===== config.mk =====
export PLATFORM = sky130hd
export DESIGN_NAME = bpt_update_ctrl
export DESIGN_NICKNAME = d
export VERILOG_FILES = /design/src/rtl/bp_pkg.sv /design/src/rtl/bpt_update_fifo.sv /design/src/rtl/bpt_update_ctrl.sv
export SDC_FILE = /design/constraint.sdc
export NUM_CORES = 1
export LEC_CHECK = 0
export ABC_AREA = 0
export ABC_CLOCK_PERIOD_IN_PS = 5200
export CORE_MARGIN = 3
export CORE_UTILIZATION = 25
export DETAILED_ROUTE_END_ITERATION = 8
export GPL_ROUTABILITY_DRIVEN = 1
export PLACE_DENSITY = 0.48
export SLEW_MARGIN = 20
export SYNTH_ARGS = -nofsm -noshare
export SYNTH_HDL_FRONTEND = slang
export SYNTH_SLANG_ARGS = --single-unit

===== constraint.sdc =====
create_clock -name clk -period 5.2 [get_ports clk]
set_input_delay 0.78 -clock clk [delete_from_list [all_inputs] [get_ports clk]]
set_output_delay 0.78 -clock clk [all_outputs]
set_load 0.1 [all_outputs]

===== src/rtl/bp_pkg.sv =====
// Shared types and constants for the branch prediction table update path.
package bp_pkg;

    localparam int unsigned INSTR_BYTES = 4;
    localparam logic [6:0]  OP_BRANCH   = 7'b1100011;
    localparam int unsigned IDX_MAX_W   = 16;

    // Index is carried at its widest size; the top narrows it to the table size.
    typedef struct packed {
        logic [IDX_MAX_W-1:0] index;
        logic                 taken;
        logic [63:0]          target;
    } upd_rec_t;

    typedef enum logic {
        ST_INIT,
        ST_RUN
    } state_t;

endpackage


===== src/rtl/bpt_update_fifo.sv =====
// Synchronous FIFO for table update records; a push into a full queue lands
// only when a pop frees a slot in the same cycle.
module bpt_update_fifo #(
    parameter int unsigned WIDTH = 8,
    parameter int unsigned DEPTH = 4
) (
    input  logic             clk,
    input  logic             arst,
    input  logic             push,
    input  logic             pop,
    input  logic [WIDTH-1:0] din,
    output logic [WIDTH-1:0] dout,
    output logic             full,
    output logic             empty
);

    localparam int unsigned AW = $clog2(DEPTH);

    logic [WIDTH-1:0] mem [DEPTH];
    logic [AW:0]      wr_ptr;
    logic [AW:0]      rd_ptr;
    logic             do_push;
    logic             do_pop;

    assign empty   = (wr_ptr == rd_ptr);
    assign full    = (wr_ptr[AW] != rd_ptr[AW]) && (wr_ptr[AW-1:0] == rd_ptr[AW-1:0]);
    assign do_pop  = pop & ~empty;
    assign do_push = push & (~full | do_pop);
    assign dout    = mem[rd_ptr[AW-1:0]];

    always_ff @(posedge clk or posedge arst) begin
        if (arst) begin
            wr_ptr <= '0;
            rd_ptr <= '0;
        end else begin
            if (do_push) wr_ptr <= wr_ptr + 1'b1;
            if (do_pop)  rd_ptr <= rd_ptr + 1'b1;
        end
    end

    always_ff @(posedge clk) begin
        if (do_push) mem[wr_ptr[AW-1:0]] <= din;
    end

endmodule


===== src/rtl/bpt_update_ctrl.sv =====
// Branch prediction table sequencer: clears the table after reset, then checks
// each tracked prediction against its resolution and queues table updates.
module bpt_update_ctrl
    import bp_pkg::*;
#(
    parameter int unsigned N_REG      = 16,
    parameter int unsigned FIFO_DEPTH = 4,
    localparam int unsigned IDX_W     = $clog2(N_REG)
) (
    input  logic             clk,
    input  logic             arst,
    input  logic             stall,
    input  logic             if_valid,
    input  logic [63:0]      if_pc,
    input  logic             if_pred_taken,
    input  logic [63:0]      if_pred_target,
    input  logic             id_is_branch,
    input  logic             id_taken,
    input  logic [63:0]      id_target,
    output logic             flush,
    output logic [63:0]      redirect_pc,
    output logic             pc_hold,
    output logic             upd_valid,
    input  logic             upd_ready,
    output logic             upd_clear,
    output logic [IDX_W-1:0] upd_index,
    output logic             upd_taken,
    output logic [63:0]      upd_target,
    output logic [15:0]      drop_count
);

    state_t     state;
    state_t     state_nxt;
    logic [IDX_W-1:0] init_idx;
    logic [IDX_W-1:0] init_idx_nxt;

    logic        trk_valid;
    logic [63:0] trk_pc;
    logic        trk_pt;
    logic [63:0] trk_tgt;

    logic     run;
    logic     resolve;
    logic     act_taken;
    logic     mispredict;
    logic     push;
    logic     pop;
    logic     fifo_full;
    logic     fifo_empty;
    upd_rec_t push_rec;
    upd_rec_t head_rec;

    assign run        = (state == ST_RUN);
    assign resolve    = run & trk_valid & ~stall & (id_is_branch | trk_pt);
    assign act_taken  = id_is_branch & id_taken;
    assign mispredict = resolve & ((trk_pt != act_taken) |
                                   (trk_pt & id_taken & (trk_tgt != id_target)));
    assign flush       = mispredict;
    assign redirect_pc = mispredict ? (act_taken ? id_target : trk_pc + 64'(INSTR_BYTES)) : '0;

    assign push            = resolve;
    assign pop             = run & ~fifo_empty & upd_ready;
    assign push_rec.index  = IDX_MAX_W'(trk_pc[IDX_W+1:2]);
    assign push_rec.taken  = act_taken;
    assign push_rec.target = id_target;

    always_comb begin
        state_nxt    = state;
        init_idx_nxt = init_idx;
        pc_hold      = 1'b0;
        upd_valid    = 1'b0;
        upd_clear    = 1'b0;
        upd_index    = '0;
        upd_taken    = 1'b0;
        upd_target   = '0;
        case (state)
            ST_INIT: begin
                pc_hold   = 1'b1;
                upd_valid = 1'b1;
                upd_clear = 1'b1;
                upd_index = init_idx;
                if (upd_ready) begin
                    if (init_idx == IDX_W'(N_REG - 1)) begin
                        state_nxt    = ST_RUN;
                        init_idx_nxt = '0;
                    end else begin
                        init_idx_nxt = init_idx + 1'b1;
                    end
                end
            end
            ST_RUN: begin
                upd_valid = ~fifo_empty;
                if (!fifo_empty) begin
                    upd_index  = head_rec.index[IDX_W-1:0];
                    upd_taken  = head_rec.taken;
                    upd_target = head_rec.target;
                end
            end
            default: state_nxt = ST_INIT;
        endcase
    end

    always_ff @(posedge clk or posedge arst) begin
        if (arst) begin
            state    <= ST_INIT;
            init_idx <= '0;
        end else begin
            state    <= state_nxt;
            init_idx <= init_idx_nxt;
        end
    end

    // A mispredict squashes the instruction entering ID, so it is never tracked.
    always_ff @(posedge clk or posedge arst) begin
        if (arst) begin
            trk_valid <= 1'b0;
            trk_pc    <= '0;
            trk_pt    <= 1'b0;
            trk_tgt   <= '0;
        end else if (!stall) begin
            trk_valid <= if_valid & ~flush;
            trk_pc    <= if_pc;
            trk_pt    <= if_pred_taken;
            trk_tgt   <= if_pred_target;
        end
    end

    always_ff @(posedge clk or posedge arst) begin
        if (arst) begin
            drop_count <= '0;
        end else if (push && fifo_full && !pop && drop_count != '1) begin
            drop_count <= drop_count + 1'b1;
        end
    end

    bpt_update_fifo #(
        .WIDTH($bits(upd_rec_t)),
        .DEPTH(FIFO_DEPTH)
    ) u_fifo (
        .clk  (clk),
        .arst (arst),
        .push (push),
        .pop  (pop),
        .din  (push_rec),
        .dout (head_rec),
        .full (fifo_full),
        .empty(fifo_empty)
    );

endmodule


# After elaboration in Yosys (flattened, before gate mapping)
# Memories as Yosys holds them, arrays and structs flattened.
# Index checks and enable logic that the tools add are counted.
# W data, S select, Z words.
[word_totals]
mem_count = 1
reg_bits = 157
elab_cells = 64
input_bits = 200
mem_bits_rw = 276
[memory_table]
columns = ["name", "depth", "width", "read_ports", "rd_clocked_by_memory_dff", "write_ports", "line_no", "text"]
rows = [
  ["u_fifo.mem", 4, 69, 1, 0, 1, "bpt_update_fifo.sv:19", "logic [WIDTH-1:0] mem [DEPTH];"],
]
[op_classes]
add_sub_neg = 5
bitwise = 20
reduce_logical = 6
n_eq_ne = 7
muxes = 16
[op_table]
columns = ["cell", "n"]
rows = [
  ["$mux W64", 4],
  ["$add A64 B3 Y64 const B", 1],
  ["$ne A64 B64 Y1", 1],
  ["$add A16 B1 Y16 const B", 1],
  ["$ne A16 B16 Y1 const B", 1],
  ["$and A1 B1 Y1", 12],
  ["$mux W1", 8],
  ["$mux W4", 2],
  ["$pmux W4 S2", 1],
  ["$add A3 B1 Y3 const B", 2],
  ["$not A1 Y1", 5],
  ["$add A4 B1 Y4 const B", 1],
  ["$eq A4 B4 Y1 const B", 1],
  ["$logic_and A1 B1 Y1", 4],
  ["$eq A3 B3 Y1", 1],
  ["$or A1 B1 Y1", 3],
  ["$eq A2 B2 Y1", 1],
  ["$ne A1 B1 Y1", 2],
  ["$pmux W1 S2", 1],
  ["$reduce_and A2 Y1", 1],
  ["$logic_not A1 Y1", 1],
]

# Depth between registers and ports, before layout
[depth]
depth_word = 9
ltp_mapped = 9
mapped_depth_nobuf = 8

# Hierarchy
# Synthesis repeated with hierarchy kept, for this count alone.
[unflattened]
hier_cells = 1365
area_unflattened_um2 = 21236.6
[modules_own_cells]
columns = ["module", "cells_per_inst", "area_each_um2", "instances", "seq_area_each_um2"]
rows = [
  ["bpt_update_fifo", 459, 12081.6, 1, 9879.5],
  ["bpt_update_ctrl", 906, 9155.0, 1, 3778.6],
]

# Worst setup path before layout
# No wires, ideal clock.
[synth_timing]
path_kind = "input port to output port"
startpoint = "input port stall"
endpoint = "output port redirect_pc[57]"
n_path_buf = 3
arrival_ns = 4.114
path_stages = 7
path_slack_ns = 0.306
path_cell_list = "clkbuf_1 -> nor3_1 -> o21a_1 -> o21ai_1 -> clkbuf_1 -> clkbuf_1 -> a211oi_1"
[synth_via]
elab_chain_cells = 5
[synth_lines]
columns = ["element", "line_no", "text"]
rows = [
  ["start: declaration", "bpt_update_ctrl.sv:12", "input logic stall,"],
  ["$not A1 Y1", "bpt_update_ctrl.sv:54", "assign resolve = run & trk_valid & ~stall & (id_is_branch | trk_pt);"],
  ["$and A1 B1 Y1 (2 in series)", "bpt_update_ctrl.sv:54", ""],
  ["$and A1 B1 Y1", "bpt_update_ctrl.sv:56", "assign mispredict = resolve & ((trk_pt != act_taken) |"],
  ["$mux W64", "bpt_update_ctrl.sv:59", "assign redirect_pc = mispredict ? (act_taken ? id_target : trk_pc + 64'(INSTR_BYTES)) : '0;"],
  ["end: declaration", "bpt_update_ctrl.sv:21", "output logic [63:0] redirect_pc,"],
]
# No other way between the ends.

# Final worst setup path
[layout_timing]
startpoint = "input port id_target[5]"
endpoint = "output port redirect_pc[60]"
[layout_via]
elab_chain_cells = 5
[layout_lines]
columns = ["element", "line_no", "text"]
rows = [
  ["start: declaration", "bpt_update_ctrl.sv:19", "input logic [63:0] id_target,"],
  ["$ne A64 B64 Y1", "bpt_update_ctrl.sv:57", "(trk_pt & id_taken & (trk_tgt != id_target)));"],
  ["$and A1 B1 Y1", "bpt_update_ctrl.sv:57", ""],
  ["$or A1 B1 Y1", "bpt_update_ctrl.sv:56", ""],
  ["$and A1 B1 Y1", "bpt_update_ctrl.sv:56", ""],
  ["$mux W64", "bpt_update_ctrl.sv:59", ""],
]
# No other way between the ends.

==> reports/results.tsv <==
metric	value	unit
initial antenna violation count	15	
post-cts gate resize count	0	
Worst-Skew Late Latency	0.59	ns
Worst path max stage delay	0.83	ns
Mapped Area	0.0194	mm^2
crit path cell chain	clkdlybuf4s50_1 > xnor2_1 > nand4_1 > nor4_1 > nand4_1 > o21ai_4 > buf_4 > a211oi_1 > buf_12	
Tightest Hold Check Type	register to register	
largest net degree at the start of global routing	126	
status	complete, no violations	
NumNets Final	1857	
Worst path top cell family by delay	simple AND/OR/NAND/NOR gates	
Bufs on Longest Clock Path	3	
Vias	12400	
dominant synthesized flop cell	edfxtp_1	
syn avg cell area	15.1	um^2
post-synthesis sequential area ratio	63.0	%
Yosys cell types	43	
EDFF count, synth	276	
first-pass GRT wire length	97400	um
fin crit share	92.2	%
Ys Warns	0	
placed cell area	0.0248	mm^2
CTS root buf	clkbuf_16	
Setup TNS	0	ns
DR WL/cell	24.9	um
WP buf/inv	3	
max_slew headroom	33.2	%
FFs w/ async S/R, synth	36.3	%
area grow syn2layout	36.7	%
Mapped Nets	1489	
Hold Slack	0.501	ns
maxcap violations	0	
Initial Utilization	25.4	%
Iteration-0 DRC Markers	679	
DIE WIDTH	285	um
Crit path top cell by count	nand4_1	
hold_buf cts	0	
RePlAce Congestion	0.775	
P_leak	0.00925	uW
Final Power	15100	uW
Die Area	0.0810	mm^2
area leader, netlist	edfxtp_1	
Final Max Tran Viols	0	
kind of critical path	input pin to primary output	
Crit. End Element	primary output	
Peak VDD IR	303	uV
Peak Freq	0.209	GHz
WP data required	4.42	ns
RSZ-0062 raised after global routing	false	
Core ar.	0.0765	mm^2
Critical Path Start Type	input pin	
final setup vio count	0	
Core Rows	101	
Worst Path Max Fanout	19	
number of iterations in the first detailed-routing pass	6	
post-CTS setup buffers	0	
worst clock skew	0.0188	ns
dpl hpwl	49300	um
Synth top area share	42.7	%
Yosys reg bits	433	
Synth area leaders	edfxtp_1, dfrtp_1, mux4_2	
post-DR vias/cell	4.53	
all-layer global routing usage	16.6	%
Final min period	4.79	ns
CTS tree	yes	
final WL	68000	um
I/O pin count	353	
DRC viols	0	
Antenna Nets Post-Route	0	
Die Height	285	um
synthesized instance count	1281	
port bufs	352	
htree depth	2	
clock-pin slew on the worst setup and hold paths	0.05	ns
share of layout cells above drive strength 1	28.2	%
clock sink count	433	
grt total ovfl	0	
Num CTS Buffers	52	
Design Area, Final	0.0265	mm^2
Least-Margin Pin Slew	0.998	ns
Critical Path AT	4.01	ns
via count of the first global-routing pass	13100	
Final Hold Vio Count	0	
Slowest-stage cell, CP	nor4_1	
Power per Cell Area	571	mW/mm^2
[flip-flops by register name (all words and copies together), names as in the netlist, 3 cells and up]
signal         cells
trk_pc            64
trk_tgt           64
drop_count        16
u_fifo.wr_ptr      3
u_fifo.rd_ptr      3
init_idx           4
u_fifo.mem       276
[Yosys cell counts (2+ instances only)]
cell type and instances:
buf_4 2, o21a_1 2, a21oi_1 4, nor4_2 4, dfrtp_1 157, nor4_1 8, and4_1 9, buf_1 8
nor2_4 2, edfxtp_1 276, and3_1 10, and2_1 69, nor4_4 2, nand4_2 4, nand2_1 46, xor2_1 38
inv_1 16, nand3_1 37, nor3_2 4, o21ai_0 9, a211oi_2 4, buf_2 2, nor3_1 11, mux2_2 130
nor2_1 79, o21ai_1 2, xnor2_1 110, nand4_1 38, mux4_2 69, ha_1 8, a211oi_1 57, clkbuf_1 53
[final timing paths]
path / startpoint / end / slack, ns / depth (start not counted)
min in group asynchronous: arst / trk_tgt[5] / 0.63 / 2
max in group asynchronous: arst / trk_pc[8] / 3.52 / 3
max reg2reg: trk_tgt[5] / trk_valid / 2.33 / 8
max: id_target[5] / redirect_pc[60] / 0.41 / 9
min reg2reg: drop_count[11] / drop_count[11] / 0.50 / 1
min: drop_count[11] / drop_count[11] / 0.50 / 1
[final cells by class]
type	count	area, um^2
Clock buffer	72	1470
Clock inverter	26	246
Tap cell	1030	1290
Inverter	17	68.8
Antenna cell	7	17.5
Multi-Input combinational cell	765	6910
Timing Repair Buffer	380	4300
Sequential cell	433	12200
Fill cell	7497	49900
[placed cells by master (no fill, tap or decap), drive strengths merged]
cell,n
edfxtp,276
or2,1
inv,19
and3,10
mux4,69
a21oi,4
xor2,38
a31oi,1
o41ai,1
clkinv,18
xnor2,110
nor2,81
clkinvlp,2
clkdlybuf4s50,221
or4,1
nor4b,1
nor3,15
buf,159
o21a,2
and4,10
clkbuf,72
nand4,43
diode,7
bufinv,4
nand2,46
nor4,14
nand3,37
mux2,130
o2111ai,1
ha,8
mux2i,1
a211oi,61
and2,69
dfrtp,157
o21ai,11
[power by group]
| part | internal, uW | leakage, uW | switching, uW |
|---|---|---|---|
| clock network | 2170 | 0.000848 | 1480 |
| registers | 3990 | 0.00437 | 213 |
| logic | 1870 | 0.00403 | 5420 |
[stage by stage]
step	util (%)	instances	worst slack [ns]
6_report	34.7	2730	0.406
5_1_grt	34.7	2723	0.306
4_1_cts	34.7	2723	0.415
3_5_place_dp	32.4	2625	0.428
3_3_place_gp	32.4	2625	0.386
2_1_floorplan	-	1281	0.185
[worst reg2reg max path, stage by stage (launching register included)]
cell	delay [ns]
dfrtp_1	0.40
xnor2_1	0.24
nand4_1	0.18
nor4_1	0.83
nand4_1	0.28
o21ai_4	0.22
buf_4	0.36
inv_1	0.16
nor2_1	0.14
[layer usage]
metal | part of all wire [%] | vias to the layer above | wire length (um) | global-route usage, %
met2 | 48 | 338 | 32600 | 27.5
met3 | 6.6 | 87 | 4500 | 4.93
met1 | 44 | 6344 | 29700 | 21.6
met4 | 1.6 | 16 | 1100 | 3.15
met5 | 0.18 | - | 120 | 0
li1 | - | 5580 | - | -
[logic make-up (layout without fill, tap and decap cells)]
kind of cell	count (synthesis)	after routing	share of synthesized area (%)
flops	433	433	63.0
xor+xnor	148	148	6.68
mux	200	200	15.6
buf+inv	83	495	1.70
simple gates	328	328	9.49
other cells	0	7	0
fa+ha+maj	8	8	0.516
compound gates	81	81	3.05
Power figures use the tool's default switching activity.
